## src/rtl/mips_cpu_muldiv.sv

```systemverilog
// Iterative 32-bit multiply/divide unit holding the architectural HI/LO registers.
// One shift-add or restoring-divide step per cycle, then a sign-fix cycle that writes HI/LO.
module mips_cpu_muldiv (
  input  logic        clk,
  input  logic        reset,
  input  logic        start,
  input  logic [2:0]  op,
  input  logic [31:0] a,
  input  logic [31:0] b,
  output logic        busy,
  output logic        done,
  output logic [31:0] hi,
  output logic [31:0] lo
);

  localparam logic [2:0] OpMult  = 3'd0;
  localparam logic [2:0] OpMultu = 3'd1;
  localparam logic [2:0] OpDiv   = 3'd2;
  localparam logic [2:0] OpDivu  = 3'd3;
  localparam logic [2:0] OpMthi  = 3'd4;
  localparam logic [2:0] OpMtlo  = 3'd5;

  typedef enum logic [1:0] {StIdle, StIter, StFix} state_e;

  state_e      r_state;
  logic        r_busy;
  logic        r_done;
  logic [31:0] r_hi;
  logic [31:0] r_lo;
  logic [63:0] r_acc;
  logic [31:0] r_opnd;
  logic [31:0] r_mplier;
  logic [4:0]  r_cnt;
  logic        r_is_div;
  logic        r_neg_q;
  logic        r_neg_r;
  logic        r_dz;

  logic        w_signed;
  logic        w_is_md;
  logic        w_is_div;
  logic [31:0] w_mag_a;
  logic [31:0] w_mag_b;
  logic [32:0] w_msum;
  logic [63:0] w_mul_next;
  logic [32:0] w_rsh;
  logic [32:0] w_rdiff;
  logic [63:0] w_div_next;
  logic [63:0] w_acc_neg;
  logic [31:0] w_q_neg;
  logic [31:0] w_r_neg;

  always_comb begin
    w_signed = (op == OpMult) || (op == OpDiv);
    w_is_md  = (op == OpMult) || (op == OpMultu) || (op == OpDiv) || (op == OpDivu);
    w_is_div = (op == OpDiv) || (op == OpDivu);
    w_mag_a  = (w_signed && a[31]) ? -a : a;
    w_mag_b  = (w_signed && b[31]) ? -b : b;

    // Multiply: add multiplicand into the upper half, then shift the whole accumulator right.
    w_msum     = {1'b0, r_acc[63:32]} + (r_mplier[0] ? {1'b0, r_opnd} : 33'd0);
    w_mul_next = {w_msum, r_acc[31:1]};

    // Divide: acc = {remainder, dividend/quotient}; shift one dividend bit into the remainder.
    w_rsh      = {r_acc[63:32], r_acc[31]};
    w_rdiff    = w_rsh - {1'b0, r_opnd};
    w_div_next = w_rdiff[32] ? {w_rsh[31:0], r_acc[30:0], 1'b0}
                             : {w_rdiff[31:0], r_acc[30:0], 1'b1};

    w_acc_neg = -r_acc;
    w_q_neg   = -r_acc[31:0];
    w_r_neg   = -r_acc[63:32];
  end

  always_ff @(posedge clk) begin
    if (reset) begin
      r_state  <= StIdle;
      r_busy   <= 1'b0;
      r_done   <= 1'b0;
      r_hi     <= 32'd0;
      r_lo     <= 32'd0;
      r_acc    <= 64'd0;
      r_opnd   <= 32'd0;
      r_mplier <= 32'd0;
      r_cnt    <= 5'd0;
      r_is_div <= 1'b0;
      r_neg_q  <= 1'b0;
      r_neg_r  <= 1'b0;
      r_dz     <= 1'b0;
    end else begin
      case (r_state)
        StIdle: begin
          r_done <= 1'b0;
          if (start) begin
            if (w_is_md) begin
              r_is_div <= w_is_div;
              r_neg_q  <= w_signed & (a[31] ^ b[31]);
              r_neg_r  <= w_signed & a[31];
              r_opnd   <= w_is_div ? w_mag_b : w_mag_a;
              r_mplier <= w_mag_b;
              r_acc    <= w_is_div ? {32'd0, w_mag_a} : 64'd0;
              r_cnt    <= 5'd0;
              r_busy   <= 1'b1;
              // Divide by zero goes straight to the fix cycle, which then leaves HI/LO alone.
              if (w_is_div && (b == 32'd0)) begin
                r_dz    <= 1'b1;
                r_state <= StFix;
              end else begin
                r_dz    <= 1'b0;
                r_state <= StIter;
              end
            end else if (op == OpMthi) begin
              r_hi <= a;
            end else if (op == OpMtlo) begin
              r_lo <= a;
            end
          end
        end
        StIter: begin
          r_acc    <= r_is_div ? w_div_next : w_mul_next;
          r_mplier <= r_mplier >> 1;
          r_cnt    <= r_cnt + 5'd1;
          if (r_cnt == 5'd31) begin
            r_state <= StFix;
          end
        end
        StFix: begin
          if (!r_dz) begin
            if (r_is_div) begin
              r_hi <= r_neg_r ? w_r_neg : r_acc[63:32];
              r_lo <= r_neg_q ? w_q_neg : r_acc[31:0];
            end else begin
              r_hi <= r_neg_q ? w_acc_neg[63:32] : r_acc[63:32];
              r_lo <= r_neg_q ? w_acc_neg[31:0] : r_acc[31:0];
            end
          end
          r_busy  <= 1'b0;
          r_done  <= 1'b1;
          r_state <= StIdle;
        end
        default: begin
          r_state <= StIdle;
        end
      endcase
    end
  end

  assign busy = r_busy;
  assign done = r_done;
  assign hi   = r_hi;
  assign lo   = r_lo;

endmodule

```

## config.mk

```make
export PLATFORM = sky130hd
export DESIGN_NAME = mips_cpu_muldiv
export DESIGN_NICKNAME = d
export VERILOG_FILES = /design/src/rtl/mips_cpu_muldiv.sv
export SDC_FILE = /design/constraint.sdc
export NUM_CORES = 1
export LEC_CHECK = 0
export CORE_ASPECT_RATIO = 1.1
export CORE_UTILIZATION = 40
export CTS_BUF_LIST = sky130_fd_sc_hd__clkbuf_2
export DETAILED_ROUTE_END_ITERATION = 12
export PLACE_DENSITY = 0.6
export SETUP_SLACK_MARGIN = 0.05
export SLEW_MARGIN = 30
export SYNTH_ARGS = -nofsm -noshare
export SYNTH_HDL_FRONTEND = slang
export SYNTH_SLANG_ARGS = --single-unit
```

## constraint.sdc

```tcl
create_clock -name clk -period 3.25 [get_ports clk]
set_input_delay 0.65 -clock clk [delete_from_list [all_inputs] [get_ports clk]]
set_output_delay 0.65 -clock clk [all_outputs]
set_load 0.05 [all_outputs]
```

==> results of run 1 <==
cells in the mapped netlist (31+ instances only):
cell type,number
a211oi_1,54
a21o_1,31
a21oi_1,192
a221oi_1,43
and2_1,39
clkbuf_1,124
dfxtp_1,205
ha_1,70
inv_1,74
mux2i_1,42
nand2_1,182
nand3_1,40
nor2_1,264
nor3_1,59
o21ai_0,146
xnor2_1,87
xor2_1,79
worst max-delay path by stage:
stage / startpoint / end / slack [ns] / cells after the start
detailed placement: a[12] / r_opnd[31]$_SDFFE_PP0P_ / -0.19 / 11
finish: r_opnd[5]$_SDFFE_PP0P_ / r_acc[58]$_SDFFE_PP0P_ / 0.11 / 12
global route: r_acc[32]$_SDFFE_PP0P_ / r_acc[63]$_SDFFE_PP0P_ / 0.01 / 13
CTS: r_acc[31]$_SDFFE_PP0P_ / r_acc[58]$_SDFFE_PP0P_ / 0.06 / 12
floorplan: r_mplier[0]$_SDFFE_PP0P_ / r_acc[55]$_SDFFE_PP0P_ / 0.1 / 14
global placement: b[6] / r_mplier[28]$_SDFFE_PP0P_ / -0.21 / 11
registers in the layout, summed over array words and instances (netlist names), 2 cells and up:
register,count
hi,32
lo,32
r_acc,64
r_cnt,5
r_mplier,32
r_opnd,32
r_state,2
metrics by stage:
stage / util / setup slack [ns] / cells
6_report: 0.516 / 0.114 / 2932
5_1_grt: 0.516 / 0.0120 / 2932
4_1_cts: 0.511 / 0.0563 / 2929
3_5_place_dp: 0.496 / -0.186 / 2829
3_3_place_gp: 0.496 / -0.208 / 2829
2_1_floorplan: - / 0.0993 / 2084
area by class of cell:
| cell class | instances | area share |
|---|---|---|
| diodes | 1 | 0.000127 |
| repair buffers | 386 | 0.170 |
| clock inverters | 14 | 0.00293 |
| multi-input cells | 1667 | 0.550 |
| inverters | 75 | 0.0143 |
| flip-flops and latches | 205 | 0.210 |
| well taps | 500 | 0.0318 |
| clock buffers | 84 | 0.0214 |
power groups by stage:
stage	Sequential, mW	Clock, mW	Combinational [mW]
after floorplan	3.00	0	1.42
after global placement	2.89	0	2.64
after detailed placement	2.89	0	2.65
after CTS	2.83	1.96	2.69
after global routing	2.86	2.09	2.98
final	2.84	1.92	2.79
routing by layer:
metal	up-vias	wire, µm	share of wire
met4	0	2720	0.043
met1	8242	27400	0.43
met5	-	0	0
met2	828	29000	0.45
li1	8208	-	-
met3	138	4880	0.076
layout by cell type, fill, tap and decap left out, drive strengths merged, types with 16 or more instances in the layout:
| master | netlist | routed |
|---|---|---|
| o31ai | 20 | 20 |
| nand2b | 19 | 19 |
| clkdlybuf4s50 | 0 | 133 |
| nand4 | 18 | 18 |
| xnor2 | 87 | 87 |
| a221oi | 43 | 43 |
| a21oi | 194 | 194 |
| and2 | 39 | 39 |
| dfxtp | 205 | 205 |
| inv | 74 | 74 |
| nor3 | 61 | 61 |
| a31oi | 16 | 16 |
| a211oi | 56 | 56 |
| a22oi | 24 | 24 |
| clkbuf | 124 | 84 |
| buf | 13 | 252 |
| a21o | 31 | 31 |
| o21ai | 149 | 149 |
| mux2i | 42 | 42 |
| ha | 70 | 70 |
| nor2b | 17 | 17 |
| or3 | 23 | 23 |
| o211ai | 22 | 22 |
| nand3 | 40 | 40 |
| xor2 | 79 | 79 |
| nor2 | 265 | 265 |
| o221ai | 17 | 17 |
| nand2 | 182 | 182 |
tightest hold or removal path, delay by kind of cell:
family                 cells  cell delay, ns
AO/OA/AOI/OAI              2            0.27
buffers and inverters      2            0.21
what timing repair did:
item	CTS	global route
setup endpoints to repair	19	25
hold buffers	1	0
hold endpoints to repair	2	0
setup buffers	1	2
pin swaps	11	17
gates resized for setup	17	50
cell families (layout without fill, tap and decap cells):
family | Yosys count | count (layout) | share of synthesized area
AO/OA/AOI/OAI | 665 | 665 | 0.281
buffers and inverters | 212 | 559 | 0.0523
adder cells (fa/ha/maj) | 72 | 72 | 0.0592
flip-flops | 205 | 205 | 0.265
AND/OR/NAND/NOR | 714 | 714 | 0.215
multiplexers | 50 | 50 | 0.0330
other | 0 | 1 | 0
XOR/XNOR | 166 | 166 | 0.0940
==> metrics.cfg, run 1 <==
[detailed_routing]
wire_per_inst_um=21.8
ant_nets=0
viasPerCell=5.94
vias=17400
drc=0
wl_um=64100
drt-pass1-iter-count=6
drt_iter0_drc=1701

[sta]
drv_slew=0
fin_crit_ns=3.14
clock_skew_ns=0.0665
maxSlewHeadroom=0.390
finalHoldViolations=0
tightest_slew_ns=0.914
rsz0062_at_grt=yes
hold_ws_ns=0.162
tns_ns=0
max_freq_ghz=0.319
fin_crit_sh=0.965
setup_violations=0

[clock_tree]
tritoncts=done
path_clk_slew_ns=0.10
clock_latency_ns=1.05
clock_path_buffers=3
numCtsBuffers=58
htree_levels=2
cts-root-buf=clkbuf_2
numClockSinks=205

[placement]
postPlaceCellArea_um2=18900
port_buffers=135
hpwl_um=49700
place_congestion=1.00

[critical_path]
critPathCaptureType=flip-flop
r2r_slack_ns=0.11
cp_cell_sequence=inv_1 -> ha_1 -> a21o_1 -> a211oi_2 -> a21oi_4 -> o311a_4 -> o31ai_2 -> buf_4 -> a21oi_2 -> nor2_4 -> mux2_4 -> a221o_1
timing.rr.start=r_opnd[5]$_SDFFE_PP0P_
r2r_end=r_acc[58]$_SDFFE_PP0P_
cpMaxStageDelayCell=dfxtp_2
r2r_cells=12
cp_top_family=compound AO/OA/AOI/OAI gates
cp_max_fo=6
cp_data_arrival_time_ns=4.04
cpPeakStageDelay_ns=0.35
crit_type=flip-flop to flip-flop
critPathRequiredTime_ns=4.15
start_kind=flip-flop
cp_num_buf_inv=2

[power]
combPwrFrac=0.370
peakVddDrop_uv=274
p_int_mw=4.49
leakagePower_nw=8.02
cellPowerDensity_nw_per_um2=384
power_switching_mw=3.07
switching_share=0.406
p_seq_frac=0.377
power_mw=7.55
clkPwrFrac=0.254

[yosys]
synth_edf_count=0
synthFlopType=dfxtp_1
synth_cells=2084
syn_nets=2226
synth_top_area_share=0.265
yosys.area.top_type=dfxtp_1
synth_area_um2=15500
async_flop_share=0
ys_seq_area_frac=0.265
syn_avg_cell_area_um2=7.42
ys_ff_latch=205
synth_warnings=0
synth_cell_types=80
synth_area_leaders=dfxtp_1 27%, nor2_1 6.4%, a21oi_1 6.2%, ha_1 5.7%, xnor2_1 4.9%

[job]
cap_violations=0

[die]
die_x_um=190
coreArea_um2=38100
start_util=0.406
die_h_um=208
dieArea_um2=39500
io_pins=136
rows=75

[global_routing]
use_met1=0.427
grt_util_all_layers=0.319
grt_max_degree=99
top_usage_layer=met2
first_global_vias=16600
grt_overflow=0
gr-usage-met3=0.0469
met2_usage=0.508
grt_pass1_wl_um=96700
grt_antenna_before_repair=2

[layout]
register_area_um2=4120
synthToLayoutAreaGrowth_pct=27.2
drive_gt1_frac=0.177
fin_nets=2535
final_cell_area_um2=19700
fill_cells=3881
multi_input_area_um2=10800

[worst_hold_path]
hold_depth=4
hold_class=primary input to flip-flop
hold_start=op[1]
hold-path-endpoint=r_opnd[25]$_SDFFE_PP0P_

[status]
status=complete, no violations

Power figures use the tool's default switching activity.
==> run 2: changes to the inputs <==
--- a/config.mk
+++ b/config.mk
@@ -8,8 +8,7 @@
 export CORE_ASPECT_RATIO = 1.1
-export CORE_UTILIZATION = 40
+export CORE_UTILIZATION = 55
 export CTS_BUF_LIST = sky130_fd_sc_hd__clkbuf_2
 export DETAILED_ROUTE_END_ITERATION = 12
-export PLACE_DENSITY = 0.6
+export PLACE_DENSITY = 0.79
 export SETUP_SLACK_MARGIN = 0.05
-export SLEW_MARGIN = 30
 export SYNTH_ARGS = -nofsm -noshare
--- a/constraint.sdc
+++ b/constraint.sdc
@@ -3,2 +3,2 @@
 set_output_delay 0.65 -clock clk [all_outputs]
-set_load 0.05 [all_outputs]
+set_load 0.01 [all_outputs]
==> run 2 against run 1 <==
Against the previous run: clock power is 5% lower; critical path depth stayed put; combinational power fell by 7.9%; global-route usage grew 8.3 points; largest power group unchanged; clock skew rose by 0.043 ns; final area is 2.3% lower; cell count down 5.9%; non-clock buffer count down 34.
==> metrics.cfg, run 2 (synthesis results as in run 1) <==
[global_routing]
grt_pass1_wl_um=90000  ; -6.9%
grt_overflow=0  ; unchanged
grt_max_degree=102  ; +3.0%
first_global_vias=16500  ; -0.90%
grt_antenna_before_repair=2  ; unchanged
grt_util_all_layers=0.402  ; +0.0833

[die]
dieArea_um2=28800  ; -27%
rows=64  ; -15%
die_x_um=162  ; -15%
io_pins=136  ; unchanged
die_h_um=178  ; -15%
start_util=0.558  ; +0.152
coreArea_um2=27700  ; -27%

[clock_tree]
htree_levels=2  ; unchanged
cts-root-buf=clkbuf_2
numCtsBuffers=55  ; -5.2%
numClockSinks=205  ; unchanged
tritoncts=done
clock_path_buffers=3  ; unchanged
clock_latency_ns=0.91  ; -0.14 ns
path_clk_slew_ns=0.12  ; +0.02 ns

[job]
cap_violations=0  ; unchanged

[placement]
port_buffers=135  ; unchanged
pre_cts_ws_ns=-0.122  ; +0.0632 ns
place_congestion=1.03  ; +2.5%
postPlaceCellArea_um2=18500  ; -2.4%
hpwl_um=45500  ; -8.4%
dp_cells=2658  ; -6.0%

[sta]
finalHoldViolations=0  ; unchanged
fin_crit_ns=3.13  ; -0.00191 ns
fin_ws_ns=0.116  ; +0.00191 ns
rsz0062_at_grt=yes
clock_skew_ns=0.109  ; +0.0427 ns
fin_crit_sh=0.964  ; about the same
tightest_slew_ns=1.11  ; +0.194 ns
drv_slew=0  ; unchanged
maxSlewHeadroom=0.261  ; -0.129
setup_violations=0  ; unchanged
max_freq_ghz=0.319  ; about the same

[critical_path]
critPathCaptureType=flip-flop
cp_data_arrival_time_ns=3.86  ; -0.18 ns
cp_max_fo=5  ; -1
crit_type=flip-flop to flip-flop
start_kind=flip-flop
cp_cell_sequence=inv_1 -> ha_1 -> or3b_2 -> nor3_2 -> nand4_1 -> buf_4 -> buf_4 -> o41ai_1 -> xor2_1 -> a211oi_1 -> a21oi_1 -> nor2_1
crit_top_cell=buf_4
cpPeakStageDelay_ns=0.48  ; +0.13 ns
critPathRequiredTime_ns=3.98  ; -0.17 ns
path_depth=12  ; unchanged
r2r_cells=12  ; unchanged
cpMaxStageDelayCell=or3b_2
cp_top_family=simple AND/OR/NAND/NOR gates
cp_num_buf_inv=3  ; +1

[layout]
layout_common_cells=260 x nor2_1, 211 x buf_4, 195 x dfxtp_1
largest_reg_flops=64  ; unchanged
final_common_cell=nor2_1
synthToLayoutAreaGrowth_pct=24.3
stdcell_count=2758  ; -5.9%
largest_register=r_acc
final_cell_area_um2=19200  ; -2.3%
fin_nets=2498  ; -1.5%
drive_gt1_frac=0.163  ; -0.0140
fin_util=0.694  ; +0.177

[detailed_routing]
wl_um=59600  ; -7.0%
drc=0  ; unchanged
vias=17700  ; +1.4%
drt_iter0_drc=2138  ; +26%
viasPerCell=6.40  ; +7.8%
ant_nets=0  ; unchanged
wire_per_inst_um=21.6  ; -1.1%
drt-pass1-iter-count=8  ; +2

[worst_hold_path]
hold_class=primary input to flip-flop
hold_depth=2  ; -2

[power]
peakVddDrop_uv=313  ; +14%
cellPowerDensity_nw_per_um2=377  ; -1.9%
leakagePower_nw=7.85  ; -2.2%

[status]
status=complete, no violations

run 2: changes by cell type in the layout (fill, tap and decap cells not counted), sizes merged:
cell and change:
buf -34, clkbuf -8, clkdlybuf4s50 +1, clkinv +5, dlygate4sd3 -1
run 2: repair_timing:
item / in CTS / in global routing
resized for setup: 13 / 52
setup endpoints to repair: 12 / 31
hold buffers: 0 / 0
pin swaps: 7 / 19
setup buffers: 0 / 4
run 2: stage by stage:
step	hold WS, ns	setup TNS, ns	total power, mW
2_1_floorplan	0.436	0	4.29
3_3_place_gp	0.444	-1.11	5.26
3_5_place_dp	0.451	-1.75	5.30
4_1_cts	0.0281	0	7.09
5_1_grt	0.0206	-0.0432	7.54
6_report	0.0455	0	7.24
run 2: report_power, final:
part           total, mW  leakage, nW  switching (mW)  internal (mW)
clock network       1.82        0.367            1.18          0.640
registers           2.85         1.67           0.173           2.68
logic               2.57         5.81            1.51           1.06
total               7.24         7.85            2.86           4.38
run 2: worst paths after layout:
check | slack (ns) | start | end
max | 0.12 | r_acc[0]$_SDFFE_PP0P_ | lo[30]$_SDFFE_PP0P_
min | 0.05 | reset | r_acc[63]$_SDFFE_PP0P_
max reg2reg | 0.12 | r_acc[0]$_SDFFE_PP0P_ | lo[30]$_SDFFE_PP0P_
min reg2reg | 0.46 | hi[16]$_SDFFE_PP0P_ | hi[16]$_SDFFE_PP0P_
run 2: area by class of cell:
| cell class | count | area (µm²) |
|---|---|---|
| sequential | 205 | 4120 |
| clock inverter | 19 | 86.3 |
| fill | 2411 | 8480 |
| antenna | 1 | 2.50 |
| tap | 363 | 454 |
| multi-input combinational | 1667 | 10900 |
| clock buffer | 76 | 380 |
| timing repair buffer | 352 | 3050 |
| inverter | 75 | 282 |
run 2: metal layers:
metal / part of all wire / GRT usage
met3: 0.11 / 0.0706
met5: 0 / 0
met2: 0.45 / 0.633
met1: 0.39 / 0.515
met4: 0.060 / 0.234
run 2: worst register-to-register path, cell delays in order, from the launching register on:
cell	delay (ns)
dfxtp_1	0.37
inv_1	0.09
ha_1	0.17
or3b_2	0.48
nor3_2	0.23
nand4_1	0.28
buf_4	0.23
buf_4	0.12
o41ai_1	0.30
xor2_1	0.28
a211oi_1	0.13
a21oi_1	0.19
nor2_1	0.07
==> run 3: changes to the inputs <==
- CAP_MARGIN: unset -> 20
==> results of run 3 <==
Final layout, timing and power as in run 2 (identical DEF).
